File: src/rtl/draw_track_bg.sv
// Track background drawer: bordered rectangle, two solid edge markers and LANES scrolling dashed dividers.
// Optional macro DRAW_TRACK_GRASS_EN adds RGB_GRASS for non-blanked pixels outside the rectangle.
module draw_track_bg #(
   parameter int          X_RECT    = 10,
   parameter int          Y_RECT    = 90,
   parameter int          WIDTH     = 780,
   parameter int          HEIGHT    = 500,
   parameter int          BORDER    = 5,
   parameter int          MARK_OFF  = 50,
   parameter int          MARK_W    = 2,
   parameter int          LANES     = 2,
   parameter int          DASH_LOG2 = 5,
   parameter logic [11:0] RGB_FG    = 12'hfff,
   parameter logic [11:0] RGB_DASH  = 12'hff0,
   parameter logic [11:0] RGB_BG    = 12'h000
`ifdef DRAW_TRACK_GRASS_EN
   ,
   parameter logic [11:0] RGB_GRASS = 12'h0a0
`endif
) (
   input  logic                 pclk,
   input  logic                 rst,
   input  logic [10:0]          hcount_in,
   input  logic [10:0]          vcount_in,
   input  logic                 hsync_in,
   input  logic                 vsync_in,
   input  logic                 hblnk_in,
   input  logic                 vblnk_in,
   input  logic                 scroll_en,
   input  logic [3:0]           speed_in,
   output logic [10:0]          hcount_out,
   output logic [10:0]          vcount_out,
   output logic                 hsync_out,
   output logic                 vsync_out,
   output logic                 hblnk_out,
   output logic                 vblnk_out,
   output logic [11:0]          rgb_out,
   output logic [DASH_LOG2-1:0] scroll_off_out
);

   localparam logic [10:0] XR  = 11'(X_RECT);
   localparam logic [10:0] XE  = 11'(X_RECT + WIDTH);
   localparam logic [10:0] YR  = 11'(Y_RECT);
   localparam logic [10:0] YE  = 11'(Y_RECT + HEIGHT);
   localparam logic [10:0] XI0 = 11'(X_RECT + BORDER);
   localparam logic [10:0] XI1 = 11'(X_RECT + WIDTH - BORDER);
   localparam logic [10:0] YI0 = 11'(Y_RECT + BORDER);
   localparam logic [10:0] YI1 = 11'(Y_RECT + HEIGHT - BORDER);
   localparam logic [10:0] LM0 = 11'(X_RECT + MARK_OFF);
   localparam logic [10:0] LM1 = 11'(X_RECT + MARK_OFF + MARK_W);
   localparam logic [10:0] RM0 = 11'(X_RECT + WIDTH - MARK_OFF - MARK_W);
   localparam logic [10:0] RM1 = 11'(X_RECT + WIDTH - MARK_OFF);
   localparam int L_IN  = X_RECT + MARK_OFF + MARK_W;
   localparam int R_IN  = X_RECT + WIDTH - MARK_OFF - MARK_W;
   localparam int N_DIV = (LANES > 0) ? LANES : 1;

   logic [10:0]          hcount_q, vcount_q;
   logic                 hsync_q, vsync_q, hblnk_q, vblnk_q;
   logic [11:0]          rgb_q, rgb_d;
   logic [DASH_LOG2-1:0] offset_q, offset_d;
   logic                 vblnk_prev_q;
   logic                 tick;
   logic [DASH_LOG2-1:0] phase;
   logic                 dash_on;
   logic                 in_rect, in_inner, in_mark;
   logic [N_DIV-1:0]     div_hit;

   // Divider positions are fixed at elaboration; spare slots when LANES=0 never match.
   genvar gi;
   generate
      for (gi = 0; gi < N_DIV; gi++) begin : g_div
         if (gi < LANES) begin : g_on
            localparam logic [10:0] D0 = 11'(L_IN + ((gi + 1) * (R_IN - L_IN)) / (LANES + 1));
            localparam logic [10:0] D1 = 11'(L_IN + ((gi + 1) * (R_IN - L_IN)) / (LANES + 1) + MARK_W);
            assign div_hit[gi] = (hcount_in >= D0) && (hcount_in < D1);
         end else begin : g_off
            assign div_hit[gi] = 1'b0;
         end
      end
   endgenerate

   assign tick     = vblnk_in & ~vblnk_prev_q;
   assign offset_d = (tick && scroll_en) ? offset_q + DASH_LOG2'(speed_in) : offset_q;

   // Subtracting the offset makes a growing offset push the dashes down the screen.
   assign phase   = DASH_LOG2'(vcount_in - YR - 11'(offset_q));
   assign dash_on = ~phase[DASH_LOG2-1];

   assign in_rect  = (hcount_in >= XR) && (hcount_in < XE) && (vcount_in >= YR) && (vcount_in < YE);
   assign in_inner = (hcount_in >= XI0) && (hcount_in < XI1) && (vcount_in >= YI0) && (vcount_in < YI1);
   assign in_mark  = ((hcount_in >= LM0) && (hcount_in < LM1)) ||
                     ((hcount_in > RM0) && (hcount_in <= RM1));

   always_comb begin
      rgb_d = 12'h000;
      if (hblnk_in || vblnk_in) begin
         rgb_d = 12'h000;
      end else if (!in_rect) begin
`ifdef DRAW_TRACK_GRASS_EN
         rgb_d = RGB_GRASS;
`else
         rgb_d = 12'h000;
`endif
      end else if (!in_inner) begin
         rgb_d = RGB_FG;
      end else if (in_mark) begin
         rgb_d = RGB_FG;
      end else if ((|div_hit) && dash_on) begin
         rgb_d = RGB_DASH;
      end else begin
         rgb_d = RGB_BG;
      end
   end

   always_ff @(posedge pclk) begin
      if (rst) begin
         hcount_q     <= '0;
         vcount_q     <= '0;
         hsync_q      <= 1'b0;
         vsync_q      <= 1'b0;
         hblnk_q      <= 1'b0;
         vblnk_q      <= 1'b0;
         rgb_q        <= '0;
         offset_q     <= '0;
         vblnk_prev_q <= 1'b0;
      end else begin
         hcount_q     <= hcount_in;
         vcount_q     <= vcount_in;
         hsync_q      <= hsync_in;
         vsync_q      <= vsync_in;
         hblnk_q      <= hblnk_in;
         vblnk_q      <= vblnk_in;
         rgb_q        <= rgb_d;
         offset_q     <= offset_d;
         vblnk_prev_q <= vblnk_in;
      end
   end

   assign hcount_out     = hcount_q;
   assign vcount_out     = vcount_q;
   assign hsync_out      = hsync_q;
   assign vsync_out      = vsync_q;
   assign hblnk_out      = hblnk_q;
   assign vblnk_out      = vblnk_q;
   assign rgb_out        = rgb_q;
   assign scroll_off_out = offset_q;

endmodule
File: config.mk
export PLATFORM = sky130hd
export DESIGN_NAME = draw_track_bg
export DESIGN_NICKNAME = d
export VERILOG_FILES = /design/src/rtl/draw_track_bg.sv
export SDC_FILE = /design/constraint.sdc
export NUM_CORES = 1
export LEC_CHECK = 0
export ABC_AREA = 1
export CORE_MARGIN = 2
export CORE_UTILIZATION = 42
export CTS_CLUSTER_DIAMETER = 30
export DETAILED_ROUTE_END_ITERATION = 10
export PLACE_DENSITY = 0.8
export SYNTH_ARGS = -nofsm -noshare
export SYNTH_HDL_FRONTEND = slang
export SYNTH_SLANG_ARGS = --single-unit
File: constraint.sdc
create_clock -name pclk -period 2.19 [get_ports pclk]
set_input_delay 0.657 -clock pclk [delete_from_list [all_inputs] [get_ports pclk]]
set_output_delay 0.657 -clock pclk [all_outputs]
set_load 0.02 [all_outputs]
==> impl_metrics.tcl, run 1 <==
set metrics [dict create \
    status "complete, no violations" \
    finalHoldViolations 0 \
    hold_path_class "reg -> reg" \
    synth_top_family_by_area "simple AND/OR/NAND/NOR gates" \
    crit_slowest_cell "clkdlybuf4s50_1" \
    powerDensity_nw_per_um2 547 \
    period_share_pct 93.8 \
    synthTopCellsByArea "dfxtp_1, nand2_1, nor2_1" \
    postPlaceCellArea_sq_um 2530 \
    fp.coreArea_sq_um 4000 \
    worst-path-max-fanout 2 \
    cp.depth 8 \
    fmax_mhz 487 \
    reg2reg_to "rgb_out[10]" \
    synth-xor-area-share_pct 0.997 \
    p_leak_uw 0.00126 \
    synth_top_cell_area_share_pct 37.6 \
    wl_um 4030 \
    drc 0 \
    worst_skew_pair.late_latency_ps 290 \
    clockRootBuffer "clkbuf_8" \
    nFillCells 362 \
    r2r_cells 14 \
    io_buffers 75 \
    rows 23 \
    drive_gt1_share_pct 7.27 \
    cp_cell_sequence "clkdlybuf4s50_1 -> ha_1 -> inv_1 -> fa_1 -> o21ai_0 -> nand2_1 -> o21ai_0 -> a21oi_1" \
    ant_nets 0 \
    dpl.hpwl_um 3270 \
    ir_worst_vdd_v 0.000285 \
    r2r_setup_slack_ps 490 \
    place_congestion 0.887 \
    endpoint "scroll_off_out[4]" \
    critPathLaunchType "input port" \
    io_pins 76 \
    drtPass1Iterations 4 \
    grtUsageTotal_pct 18.4 \
    die_w_um 68.7 \
    slew_headroom_pct 80.8 \
    syn_area_sq_um 1760 \
    h-tree-depth 2 \
    yosysTopAreaCell "dfxtp_1" \
    synth_compound_area_share_pct 6.55 \
    vias 1829 \
    ys_seq_area_share_pct 37.6 \
    cts.sinks 33 \
    path_clk_slew_ps 70 \
    die_h_um 68.7 \
    grt_setup_unrepaired "no" \
    crit_buf_inv 2 \
    drt_iter0_markers 105 \
    worst_pin_slew_ps 288 \
    cpMostUsedCell "o21ai_0" \
    yosysWarningCount 0 \
    design_area_sq_um 2630 \
    synthMuxAreaShare_pct 0 \
    syn_area_per_cell_sq_um 6.58 \
    power_uw 1440 \
    finalCriticalPeriod_ps 2050 \
    cts_tree "yes" \
    cts-buffers-inserted 5 \
    grt_pass1_vias 1691 \
    wl_per_cell_um 10.2 \
    drv_cap 0 \
    netlist_instances 267 \
    max_stage_delay_ps 460 \
    fin_skew_ps 7.72 \
    final_common_cell "clkdlybuf4s50_1" \
    worstPathRequired_ps 2370 \
    clockBufferDepth 2 \
    crit_arrival_ps 2230 \
    yosys.area_share.simple_pct 32.3 \
    die-area_sq_um 4720 \
    layout.nets 386 \
    viasPerCell 4.64 \
    instances_no_fill 394 \
    critPathKind "in -> reg" \
    setup.worst_path.end_class "flip-flop" \
    syn2layout_area_growth_pct 49.5 \
    ys_ff_latch 33 \
    overflow 0 \
    grt_pass1_wl_um 6620 \
    antenna_found_initial 0 \
    initial_utilization_pct 43.9 \
    crit_family "adder cells" \
    drv_slew 0 \
    dpl.cell_count 386 \
    synthAdderAreaFrac_pct 7.55 \
    syn-num-nets 310 \
    crit_start "speed_in[0]" \
    grt_start_max_net_pins 28 \
    layout_common_cells "clkdlybuf4s50_1, nand2_1, nor2_1, inv_1, dfxtp_1" \
    setup_viol 0 \
    yosysUniqueCellTypes 18 \
    n_antenna_cell 0 \
    rr_startpoint "scroll_off_out[3]" \
]
==> state kept, by name (all words and copies together) (netlist names) <==
| signal | flops |
|---|---|
| hcount_out | 11 |
| hsync_out | 1 |
| vcount_out | 11 |
| vblnk_prev_q | 1 |
| vsync_out | 1 |
| rgb_out | 2 |
| hblnk_out | 1 |
| scroll_off_out | 5 |
==> worst min path at each step <==
stage	start	endpoint	slack, ps	cells past startpoint
floorplan	scroll_off_out[4]	scroll_off_out[4]	600	2
global placement	scroll_off_out[4]	scroll_off_out[4]	530	2
detailed placement	scroll_off_out[4]	scroll_off_out[4]	560	2
CTS	scroll_off_out[4]	scroll_off_out[4]	570	2
global route	scroll_off_out[4]	scroll_off_out[4]	590	2
finish	scroll_off_out[4]	scroll_off_out[4]	570	2
==> final cells by class <==
type	instances	area [sq um]	area share, %
Clock inverter	3	17.5	0.667
Timing Repair Buffer	82	808	30.8
Multi-Input combinational cell	174	832	31.7
Inverter	47	176	6.72
Tap cell	50	62.6	2.38
Clock buffer	5	68.8	2.62
Sequential cell	33	661	25.2
==> layer usage <==
metal | track usage, % | vias up | wire (um)
met2 | 30.9 | 66 | 1890
met4 | 9.50 | 0 | 85
met3 | 4.38 | 8 | 346
met5 | 0 | - | 0
li1 | - | 955 | -
met1 | 21.6 | 800 | 1710
==> worst reg2reg max path, stage by stage, from the launching register on <==
cell and delay [ps]:
dfxtp_1 360, inv_1 80, ha_1 280, ha_1 290
nand2_1 60, inv_1 50, nand3b_1 60, nand2_1 90
inv_1 40, nand2_1 50, nand2_1 40, nand2_1 60
nand3_1 70, nand2_1 60, inv_1 30
==> report_power, final <==
part | internal, uW | switching, uW
sequential | 631 | 13.0
clock | 219 | 232
combinational | 167 | 175
==> synthesized netlist by cell type <==
library cell / instances
nand3b_1: 1
nand3_1: 16
buf_1: 2
nor3_1: 1
inv_1: 42
buf_4: 10
inv_2: 5
nand2_1: 57
nor2_2: 5
buf_2: 1
o21ai_0: 11
nand4_1: 3
xor2_1: 2
a21oi_1: 12
fa_1: 1
dfxtp_1: 33
nor2_1: 56
ha_1: 9
==> stage by stage <==
stage	util, %	hold WS (ps)	setup WS, ps	TNS [ps]
5_1_grt	65.7	588	14.8	0
4_1_cts	65.5	572	27.9	0
3_5_place_dp	63.4	557	-282	-464
6_report	65.7	569	137	0
2_1_floorplan	-	600	314	0
3_3_place_gp	63.4	531	-226	-353
==> cells by family after synthesis <==
kind of cell | Yosys count
XOR/XNOR | 2
AND/OR/NAND/NOR | 139
flip-flops | 33
AO/OA/AOI/OAI | 23
buffers and inverters | 60
adder cells (fa/ha/maj) | 10
==> timing repair <==
action,4_1_cts,5_1_grt
gates resized for setup,0,2
buffers inserted,0,0
endpoints found under the setup margin,0,1
hold buffers,0,0
Power figures use the tool's default switching activity.
==> inputs of run 2 (changes only) <==
==> constraint.sdc (replaced) <==
create_clock -name pclk -period 2.19 [get_ports pclk]
set_input_delay 0.3285 -clock pclk [delete_from_list [all_inputs] [get_ports pclk]]
set_output_delay 0.3285 -clock pclk [all_outputs]
set_load 0.02 [all_outputs]
==> impl_metrics.tcl, run 2 (same netlist as run 1, synthesis figures left out) <==
set metrics [dict create \
    status "complete, no violations" \
    wl_met1_um 1690 \
    hold_path_class "in -> reg" \
    io_pins 76 \
    syn2layout_area_growth_pct 47.9 \
    rows 23 \
    fin_skew_ps 0.308 \
    path_clk_slew_ps 70 \
    max_stage_delay_ps 480 \
    vias 1816 \
    p_switching_uw 401 \
    io_buffers 75 \
    clockRootBuffer "clkbuf_8" \
    hold_buffers 0 \
    viasPerCell 4.67 \
    finalCriticalPeriod_ps 1880 \
    worst_pin_slew_ps 368 \
    layout_common_cells "clkdlybuf4s50_1, nand2_1, nor2_1, inv_1, dfxtp_1" \
    layout.nets 381 \
    power.internal_uw 1080 \
    h-tree-depth 2 \
    worst-path-max-fanout 3 \
    grtUsageTotal_pct 18.6 \
    power_uw 1480 \
    p_leak_uw 0.00123 \
    period_share_pct 85.9 \
    fp.coreArea_sq_um 4000 \
    cp_cell_sequence "clkdlybuf4s50_1 -> inv_1 -> ha_1 -> inv_1 -> ha_1 -> nand2_1 -> inv_1 -> nand3b_1 -> nand2_1 -> inv_1 -> nand2_1 -> nand2_1 -> nand2_1 -> nand3_1 -> nand2_1 -> inv_1" \
    drv_slew 0 \
    grt_pass1_wl_um 6610 \
    routed.top_layer "met4" \
    antenna_found_initial 0 \
    finalHoldViolations 0 \
    die-area_sq_um 4720 \
    cts.repair.resized 0 \
    fmax_mhz 532 \
    overflow 0 \
    critPathLaunchType "input port" \
    grt_pass1_vias 1636 \
    wl_per_cell_um 10.4 \
    drv_cap 0 \
    ant_nets 0 \
    fin_tns_setup_ps 0 \
    swShare_pct 27.1 \
    n_antenna_cell 0 \
    cts-buffers-inserted 5 \
    p_comb_share_pct 22.8 \
    rr_startpoint "scroll_off_out[3]" \
    die_h_um 68.7 \
    powerDensity_nw_per_um2 569 \
    crit_slowest_cell "clkdlybuf4s50_1" \
    slew_headroom_pct 75.4 \
    setup.worst_path.end_class "flip-flop" \
    dpl.hpwl_um 3260 \
    drt_iter0_markers 88 \
    cts.sinks 33 \
    die_w_um 68.7 \
    clock_power_share_pct 33.6 \
    worstPathRequired_ps 2370 \
    utilization_pct 65.0 \
    grt_setup_unrepaired "no" \
    drive_gt1_share_pct 5.90 \
    ir_worst_vdd_v 0.000368 \
    initial_utilization_pct 43.9 \
    setup_viol 0 \
    cts_tree "yes" \
    cpMostUsedCell "nand2_1" \
    final_common_cell "clkdlybuf4s50_1" \
    place_congestion 0.874 \
    pwr-share-seq_pct 43.7 \
    critPathKind "in -> reg" \
    crit_arrival_ps 2060 \
    r2r_setup_slack_ps 430 \
    worst_skew_pair.late_latency_ps 280 \
    clockBufferDepth 2 \
    reg2reg_to "rgb_out[10]" \
    drtPass1Iterations 4 \
    wl_met3_um 367 \
    holdPathStages 3 \
    grt_start_max_net_pins 28 \
    cts_setup_buffers 0 \
    r2r_cells 14 \
    hold-path-endpoint "vsync_out" \
    worstHoldStart "vsync_in" \
    wl_met2_um 1890 \
    drc 0 \
    wl_um 4040 \
]
==> run 2: changes by cell type in the layout (fill, tap and decap cells not counted) <==
cell,previous run,this run
clkbuf_8,5,7
dlymetal6s2s_1,2,0
clkinv_2,2,1
buf_4,7,2
clkinvlp_4,1,0
clkdlybuf4s50_1,73,75
==> run 2: area by class of cell <==
class / count / area (sq um)
Inverter: 47 / 176
Tap cell: 50 / 62.6
Sequential cell: 33 / 661
Multi-Input combinational cell: 174 / 832
Timing Repair Buffer: 77 / 766
Fill cell: 368 / 1400
Clock buffer: 7 / 96.3
Clock inverter: 1 / 5.00
==> run 2: critical path: cells and delay by family <==
| family | cells | cell delay, ps |
|---|---|---|
| buffers and inverters | 6 | 720 |
| adder cells (fa/ha/maj) | 2 | 530 |
| AND/OR/NAND/NOR | 8 | 470 |
==> run 2: through the flow <==
step	setup WS, ps	cell area, sq um	cells	hold WS [ps]
after floorplan	475	1760	267	435
after global placement	90.9	2500	381	536
after detailed placement	39.2	2500	381	543
after CTS	314	2600	389	546
after global routing	201	2600	389	588
final	309	2600	389	556
==> run 2: worst max-delay path by stage <==
stage                            startpoint           to  slack, ps
after floorplan           scroll_off_out[3]  rgb_out[10]        470
after global placement         vcount_in[2]  rgb_out[10]         90
after detailed placement       vcount_in[2]  rgb_out[10]         40
after CTS                      vcount_in[2]  rgb_out[10]        310
after global routing           vcount_in[2]  rgb_out[10]        200
final                          vcount_in[2]  rgb_out[10]        310
==> run 2: per-layer routing <==
layer,vias to the layer above,track usage (%)
li1,944,-
met5,-,0
met2,67,30.2
met3,9,6.49
met4,0,9.25
met1,796,21.7
==> run 2: power by group through the flow <==
stage | logic, uW | clock network, uW | registers (uW)
after global placement | 331 | 0 | 658
final | 336 | 496 | 645
after CTS | 340 | 510 | 645
after detailed placement | 337 | 0 | 659
after floorplan | 134 | 0 | 697
after global routing | 378 | 534 | 648
==> inputs of run 3 (changes only) <==
--- a/config.mk
+++ b/config.mk
@@ -6,9 +6,11 @@
 export NUM_CORES = 1
 export LEC_CHECK = 0
 export ABC_AREA = 1
+export ABC_CLOCK_PERIOD_IN_PS = 2190
 export CORE_MARGIN = 2
 export CORE_UTILIZATION = 42
 export CTS_CLUSTER_DIAMETER = 30
+export CTS_CLUSTER_SIZE = 8
 export DETAILED_ROUTE_END_ITERATION = 10
 export PLACE_DENSITY = 0.8
 export SYNTH_ARGS = -nofsm -noshare
==> results of run 3 <==
No change in the layout: final DEF, timing and power equal those of run 2.
